$ cat src/rtl/ps2_rx_if.sv
// ps2_rx_if: raw PS/2 pins into the receiver and the decoded byte stream out of it.
interface ps2_rx_if;
    logic       ps2_clk;
    logic       ps2_dat;
    logic       ps2_key_en;
    logic [7:0] ps2_key_data;
    logic       frame_err;
    logic       busy;
    modport master(input ps2_clk, ps2_dat, output ps2_key_en, ps2_key_data, frame_err, busy);
    modport slave(output ps2_clk, ps2_dat, input ps2_key_en, ps2_key_data, frame_err, busy);
endinterface

$ cat src/rtl/ps2_rx.sv
// ps2_rx: PS/2 device-to-host receiver; syncs and de-glitches the pins, decodes
// 11-bit frames and strobes out each valid byte or a frame error.
module ps2_rx #(
    parameter int FILTER_LEN     = 8,
    parameter int TIMEOUT_CYCLES = 100000
) (
    input logic       clk,
    input logic       reset_n,
    ps2_rx_if.master  bus
);
    localparam int TW = $clog2(TIMEOUT_CYCLES);
    typedef enum logic [1:0] {IDLE, DATA, PARITY, STOP} state_t;
    state_t        state;
    logic [1:0]    clk_s, dat_s;
    logic          filt, filt_d, par, fall, dat, tmo;
    logic [7:0]    f_cnt, shift;
    logic [3:0]    bit_cnt;
    logic [TW-1:0] to_cnt;
    assign fall = filt_d & ~filt;
    assign dat  = dat_s[1];
    assign tmo  = (state != IDLE) && (to_cnt == TW'(TIMEOUT_CYCLES - 1));
    // filtered clock follows the synced pin only after FILTER_LEN differing samples in a row
    always_ff @(posedge clk or negedge reset_n) begin
        if (!reset_n) begin
            clk_s  <= 2'b11;
            dat_s  <= 2'b11;
            filt   <= 1'b1;
            filt_d <= 1'b1;
            f_cnt  <= '0;
        end else begin
            clk_s  <= {clk_s[0], bus.ps2_clk};
            dat_s  <= {dat_s[0], bus.ps2_dat};
            filt_d <= filt;
            if (clk_s[1] != filt && f_cnt == 8'(FILTER_LEN - 1)) begin
                filt  <= clk_s[1];
                f_cnt <= '0;
            end else begin
                f_cnt <= (clk_s[1] != filt) ? f_cnt + 8'd1 : '0;
            end
        end
    end
    // a timeout outranks a fall arriving on the same cycle
    always_ff @(posedge clk or negedge reset_n) begin
        if (!reset_n) begin
            state            <= IDLE;
            bus.ps2_key_en   <= 1'b0;
            bus.ps2_key_data <= '0;
            bus.frame_err    <= 1'b0;
            bus.busy         <= 1'b0;
            shift            <= '0;
            bit_cnt          <= '0;
            to_cnt           <= '0;
            par              <= 1'b0;
        end else begin
            bus.ps2_key_en <= 1'b0;
            bus.frame_err  <= 1'b0;
            to_cnt         <= (state == IDLE || fall || tmo) ? '0 : to_cnt + 1'b1;
            if (tmo) begin
                state         <= IDLE;
                bus.busy      <= 1'b0;
                bus.frame_err <= 1'b1;
            end else if (fall) begin
                case (state)
                    IDLE: if (!dat) begin
                        state    <= DATA;
                        bit_cnt  <= '0;
                        bus.busy <= 1'b1;
                    end
                    DATA: begin
                        shift   <= {dat, shift[7:1]};
                        bit_cnt <= bit_cnt + 4'd1;
                        if (bit_cnt == 4'd7) state <= PARITY;
                    end
                    PARITY: begin
                        par   <= dat;
                        state <= STOP;
                    end
                    STOP: begin
                        state    <= IDLE;
                        bus.busy <= 1'b0;
                        if (dat && (^shift ^ par)) begin
                            bus.ps2_key_data <= shift;
                            bus.ps2_key_en   <= 1'b1;
                        end else begin
                            bus.frame_err <= 1'b1;
                        end
                    end
                endcase
            end
        end
    end
endmodule

$ cat src/flat_wrapper.sv
// flat-port wrapper written by rule: the top's interface ports become plain ports
module ps2_rx_flat 
#(
    parameter int FILTER_LEN     = 8,
    parameter int TIMEOUT_CYCLES = 100000
)
  (clk, reset_n, bus_ps2_clk, bus_ps2_dat, bus_ps2_key_en, bus_ps2_key_data, bus_frame_err, bus_busy);
  ps2_rx_if bus_i ();
  input logic clk;
  input logic reset_n;
  input wire logic [$bits(bus_i.ps2_clk)-1:0] bus_ps2_clk;
  input wire logic [$bits(bus_i.ps2_dat)-1:0] bus_ps2_dat;
  output wire logic [$bits(bus_i.ps2_key_en)-1:0] bus_ps2_key_en;
  output wire logic [$bits(bus_i.ps2_key_data)-1:0] bus_ps2_key_data;
  output wire logic [$bits(bus_i.frame_err)-1:0] bus_frame_err;
  output wire logic [$bits(bus_i.busy)-1:0] bus_busy;
  assign bus_i.ps2_clk = bus_ps2_clk;
  assign bus_i.ps2_dat = bus_ps2_dat;
  assign bus_ps2_key_en = bus_i.ps2_key_en;
  assign bus_ps2_key_data = bus_i.ps2_key_data;
  assign bus_frame_err = bus_i.frame_err;
  assign bus_busy = bus_i.busy;
  ps2_rx #(.FILTER_LEN(FILTER_LEN), .TIMEOUT_CYCLES(TIMEOUT_CYCLES)) u_core (.clk(clk), .reset_n(reset_n), .bus(bus_i));
endmodule
$ cat config.mk
export PLATFORM = sky130hd
export DESIGN_NAME = ps2_rx_flat
export DESIGN_NICKNAME = d
export VERILOG_FILES = /design/src/rtl/ps2_rx_if.sv /design/src/rtl/ps2_rx.sv /design/src/flat_wrapper.sv
export SDC_FILE = /design/constraint.sdc
export NUM_CORES = 1
export LEC_CHECK = 0
export CORE_UTILIZATION = 40
export CTS_CLUSTER_DIAMETER = 150
export DETAILED_ROUTE_END_ITERATION = 6
export GPL_TIMING_DRIVEN = 0
export PLACE_DENSITY_LB_ADDON = 0.05
export SYNTH_ARGS = -nofsm -noshare
export SYNTH_HDL_FRONTEND = slang
export SYNTH_SLANG_ARGS = --single-unit
$ cat constraint.sdc
create_clock -name clk -period 5.61 [get_ports clk]
set_clock_uncertainty 0.05 [all_clocks]
set_input_delay 0.8415 -clock clk [delete_from_list [all_inputs] [get_ports clk]]
set_output_delay 0.8415 -clock clk [all_outputs]
set_load 0.03 [all_outputs]
After elaboration in Yosys (flattened, before gate mapping)
Cells that the tools add are included.
{ "word_totals": {"ff_bits": 57, "wordCells": 70} }
{ "classes": {"n_addsub": 3, "n_eq_ne": 10, "n_mux": 22, "n_bitwise": 4, "n_reduce_logical": 17} }
{ "op_table": {"columns": ["op", "count"], "rows": [
  ["$add A17 B1 Y17 const B", 1],
  ["$eq A17 B17 Y1 const B", 1],
  ["$mux W17", 1],
  ["$mux W8", 2],
  ["$reduce_and A3 Y1", 4],
  ["$mux W1", 11],
  ["$add A8 B1 Y8 const B", 1],
  ["$eq A8 B3 Y1 const B", 1],
  ["$mux W2", 4],
  ["$pmux W2 S4", 1],
  ["$pmux W4 S2", 1],
  ["$reduce_and A4 Y1", 2],
  ["$reduce_xor A8 Y1", 1],
  ["$reduce_bool A2 Y1", 3],
  ["$add A4 B1 Y4 const B", 1],
  ["$eq A2 B2 Y1 const B", 2],
  ["$eq A4 B3 Y1 const B", 1],
  ["$mux W4", 1],
  ["$logic_and A1 B1 Y1", 3],
  ["$ne A3 B1 Y1 const B", 1],
  ["$ne A3 B3 Y1 const B", 1],
  ["$reduce_bool A3 Y1", 1],
  ["$eq A2 B1 Y1 const B", 1],
  ["$logic_not A2 Y1", 1],
  ["7 further kinds", 9]
]} }

Logic depth before layout (Yosys ltp)
{ "depth": {"ltp_word": 7, "ltp_mapped": 8, "depth_no_buf": 7} }

Worst setup path after synthesis
No wires, ideal clock.
{ "synth_path": {"path_type": "register -> register", "start": "register u_core.to_cnt[0]", "end": "register u_core.shift[0]", "setup_ns": 0.125, "arrival_time_ns": 1.813, "required_ns": 5.435, "path_slack_ns": 3.622, "stages_incl_launch_ff": 9, "path_buffers": 2, "synth_period_minus_slack_ns": 1.988, "path_cell_list": "dfrtp_1 > ha_1 > and4_1 > buf_4 > nand4_2 > or2_1 > buf_2 > nand3_2 > mux2_2"} }
{ "synth_via": {"elab_chain_len": 4} }
{ "synth_rtl": {"columns": ["item", "line_no", "source"], "rows": [
  ["from (decl)", "ps2_rx.sv:18", "logic [TW-1:0] to_cnt;"],
  ["from (signal assigned)", "ps2_rx.sv:57", "to_cnt <= (state == IDLE || fall || tmo) ? '0 : to_cnt + 1'b1;"],
  ["$eq A17 B17 Y1", "ps2_rx.sv:21", "assign tmo = (state != IDLE) && (to_cnt == TW'(TIMEOUT_CYCLES - 1));"],
  ["$logic_and A1 B1 Y1", "ps2_rx.sv:21", null],
  ["$not A1 Y1 (no line)", null, null],
  ["$reduce_and A3 Y1 (no line)", null, null],
  ["to (signal assigned)", "ps2_rx.sv:70", "shift <= {dat, shift[7:1]};"],
  ["to (decl)", "ps2_rx.sv:16", "logic [7:0] f_cnt, shift;"]
]} }
No other way between the ends.
A chain may end at the register's enable or synchronous reset.

Worst setup path after layout
{ "layout_path": {"start": "register u_core.bus.ps2_key_data[6]", "end": "output bus_ps2_key_data[6]"} }
{ "layout_lines": {"columns": ["item", "line_no", "source"], "rows": [
  ["from (decl)", "ps2_rx_if.sv:9", "modport master(input ps2_clk, ps2_dat, output ps2_key_en, ps2_key_data, frame_err, busy);"],
  ["from (signal assigned)", "ps2_rx.sv:82", "bus.ps2_key_data <= shift;"],
  ["to (decl)", "flat_wrapper.sv:14", "output wire logic [$bits(bus_i.ps2_key_data)-1:0] bus_ps2_key_data;"]
]} }
No word-level cell between the ends.

==> qor.yml <==
critical_path:
  critPathCaptureType: "output pin"
  cp.required_ns: 4.72
  crit_fanout: 2
  cp-start-kind: "register"
  max_stage_delay_ns: 0.67
  crit_buf_inv: 1
  path_delay_family: "buffers and inverters"
  critical_path_class: "reg -> out"
  timing.critical_path.from: "u_core.bus.ps2_key_data[6]"
  reg2reg_from: "u_core.to_cnt[0]"
  crit_path_top_delay_cell: "clkdlybuf4s50_1"
  worstPathArrival_ns: 1.37
  crit_chain: "clkdlybuf4s50_1"
synthesis:
  syn_area_per_cell_sq_um: 12.2
  ys_top_cells_by_area: "dfrtp_1, dfstp_2, xor2_1, mux2_4, mux2_2"
  ys_seq_area_share_pct: 54.3
  ys.flop_type: "dfrtp_1"
  synth_top_area_cell: "dfrtp_1"
  synth_cells: 217
  yosys.area.top_type_share_pct: 48.3
  synthesis.nets: 229
  synthArstFlopShare_pct: 100
  syn_area_sq_um: 2640
  synth_seq_cells: 57
  synth_warnings: 0
  ys_types: 43
  synth_edf_count: 0
global_routing:
  antenna_found_initial: 0
  grt_pass1_wl_um: 8250
  grt_max_degree: 33
  grtUsageTotal_pct: 15.3
  first_global_vias: 1761
  grt_overflow: 0
clocking:
  root_buffer: "clkbuf_8"
  numCtsBuffers: 9
  post-cts-setup-buffers: 0
  cts_tree: "yes"
  cts_hold_buffers: 0
  cts.path.max_buffers: 2
  clkTransAtPathRegs_ns: 0.06
  cts-resized-gates: 0
  htree_levels: 3
  cts.sinks: 57
  worst_skew_pair.late_latency_ns: 0.34
floorplan:
  rows: 29
  die_w_um: 83.3
  ios: 15
  core-area_sq_um: 6350
  initial_core_util_pct: 41.6
  die_h_um: 83.3
  dieArea_sq_um: 6930
pwr:
  p_int_mw: 0.767
  p_leak_nw: 1.44
  power_density_nw_per_um2: 364
  ir_worst_vdd_mv: 0.216
  pwr-share-clk_pct: 31.0
  seqPwrFrac_pct: 45.5
  switching_share_pct: 31.4
  switchingPower_mw: 0.352
  combPwrFrac_pct: 23.5
final_layout:
  drive_gt1_share_pct: 21.1
  final_area_sq_um: 3070
  nets: 255
  fin_util_pct: 48.4
  antenna_cells: 0
  area_growth_pct: 16.3
timing:
  drv_slew: 0
  relSlewSlack_pct: 50.7
  worstMarginPinSlew_ns: 0.740
  fin_crit_ns: 2.26
  finalSetupTns_ns: 0
  fmax_ghz: 0.443
  setup_viol: 0
  finalCritPeriodShare_pct: 40.3
  holdWs_ns: 0.310
  hold_viol: 0
  rsz0062_at_grt: "no"
detailed_routing:
  ant_nets: 0
  drt_iter0_markers: 98
  drt_wl_total_um: 4660
  dr.pass1.iters: 4
  drc: 0
  vias: 1667
  viasPerCell: 5.15
  post_drt_wl_per_cell_um: 14.4
run:
  maxCapViolCount: 0
place:
  dp_hpwl_um: 3250
  place_congestion: 0.770
  placed_area_sq_um: 2890
  io_buffers: 14
worst_hold_path:
  hold_start: "u_core.dat_s[0]"
  hold_class: "reg -> reg"
run_status:
  status: "complete, no violations"
==> layout by cell type (no fill, tap or decap), types with 2 or more instances in the layout <==
cell / count
mux2_2: 10
a22o_1: 3
mux2_4: 8
dfstp_2: 6
and4_1: 2
xnor2_1: 10
clkinv_2: 3
xor2_1: 16
o21ai_0: 2
nand2_1: 11
nor3_1: 4
dfrtp_1: 51
nor2_1: 27
nand3_1: 13
a21oi_1: 2
clkdlybuf4s50_1: 13
nand4_1: 3
and4bb_2: 2
clkbuf_1: 3
clkbuf_8: 12
and3_1: 10
buf_2: 2
ha_1: 8
inv_1: 3
==> power groups by stage <==
stage | combinational, mW | clock, mW | sequential (mW)
floorplan | 0.189 | 0 | 0.514
global placement | 0.253 | 0 | 0.513
detailed placement | 0.264 | 0 | 0.517
CTS | 0.266 | 0.360 | 0.510
global route | 0.293 | 0.379 | 0.518
finish | 0.263 | 0.347 | 0.509
==> through the flow <==
stage | setup slack (ns) | std cells | power (mW)
detailed placement | 3.40 | 309 | 0.781
global placement | 1.93 | 308 | 0.767
global route | 3.24 | 324 | 1.19
floorplan | 3.62 | 217 | 0.703
finish | 3.35 | 324 | 1.12
CTS | 3.32 | 324 | 1.14
==> cell usage after synthesis (2+ instances only) <==
cell and number:
nand2_1 11, and3_1 10, dfrtp_1 51, xor2_1 16, ha_1 8, nand4_1 3, o21ai_0 2, and4_1 2
a22o_1 3, xnor2_1 10, a21oi_1 2, nand3_1 13, clkbuf_1 3, nor3_1 4, inv_1 3, nor2_1 27
mux2_2 10, dfstp_2 6, and4bb_2 2, mux2_4 8
==> kinds of logic after synthesis <==
kind of cell               share of synthesized area (%)
adders and majority gates                           3.79
DFF                                                 54.3
AOI/OAI and AO/OA                                   3.93
and+or+nand+nor                                     17.0
muxes                                               9.19
xor gates and xnor gates                            10.1
buffers and inverters                               1.75
==> metal layers <==
| layer | part of all wire, % | routed length [um] | global-route usage, % |
|---|---|---|---|
| met1 | 48 | 2250 | 19.2 |
| met2 | 47 | 2180 | 24.1 |
| met3 | 2.6 | 119 | 3.58 |
| met4 | 2.3 | 108 | 9.40 |
| met5 | 0 | 0 | 0 |
==> layout make-up <==
class / count / area [sq um]
Sequential cell: 57 / 1430
Inverter: 3 / 11.3
Fill cell: 564 / 3280
Clock inverter: 3 / 15.0
Timing Repair Buffer: 15 / 155
Tap cell: 77 / 96.3
Buffer: 6 / 35.0
Clock buffer: 12 / 165
Multi-Input combinational cell: 151 / 1160
==> worst paths after layout <==
kind | to | slack, ns | cells past startpoint
min in group asynchronous | u_core.to_cnt[10] | 0.52 | 1
min | u_core.dat_s[1] | 0.31 | 0
max reg2reg | u_core.shift[6] | 3.42 | 8
max in group asynchronous | u_core.dat_s[0] | 4.32 | 2
max | bus_ps2_key_data[6] | 3.35 | 1
min reg2reg | u_core.dat_s[1] | 0.31 | 0
==> sequential cells by signal (all words and copies together) (netlist names) <==
signal	cells
u_core.f_cnt	8
u_core.bus.ps2_key_data	8
u_core.to_cnt	17
u_core.bus.busy	1
u_core.shift	8
u_core.dat_s	2
u_core.filt_d	1
u_core.par	1
u_core.bit_cnt	4
u_core.filt	1
u_core.state	2
u_core.bus.ps2_key_en	1
u_core.clk_s	2
u_core.bus.frame_err	1
Power figures use the tool's default switching activity.
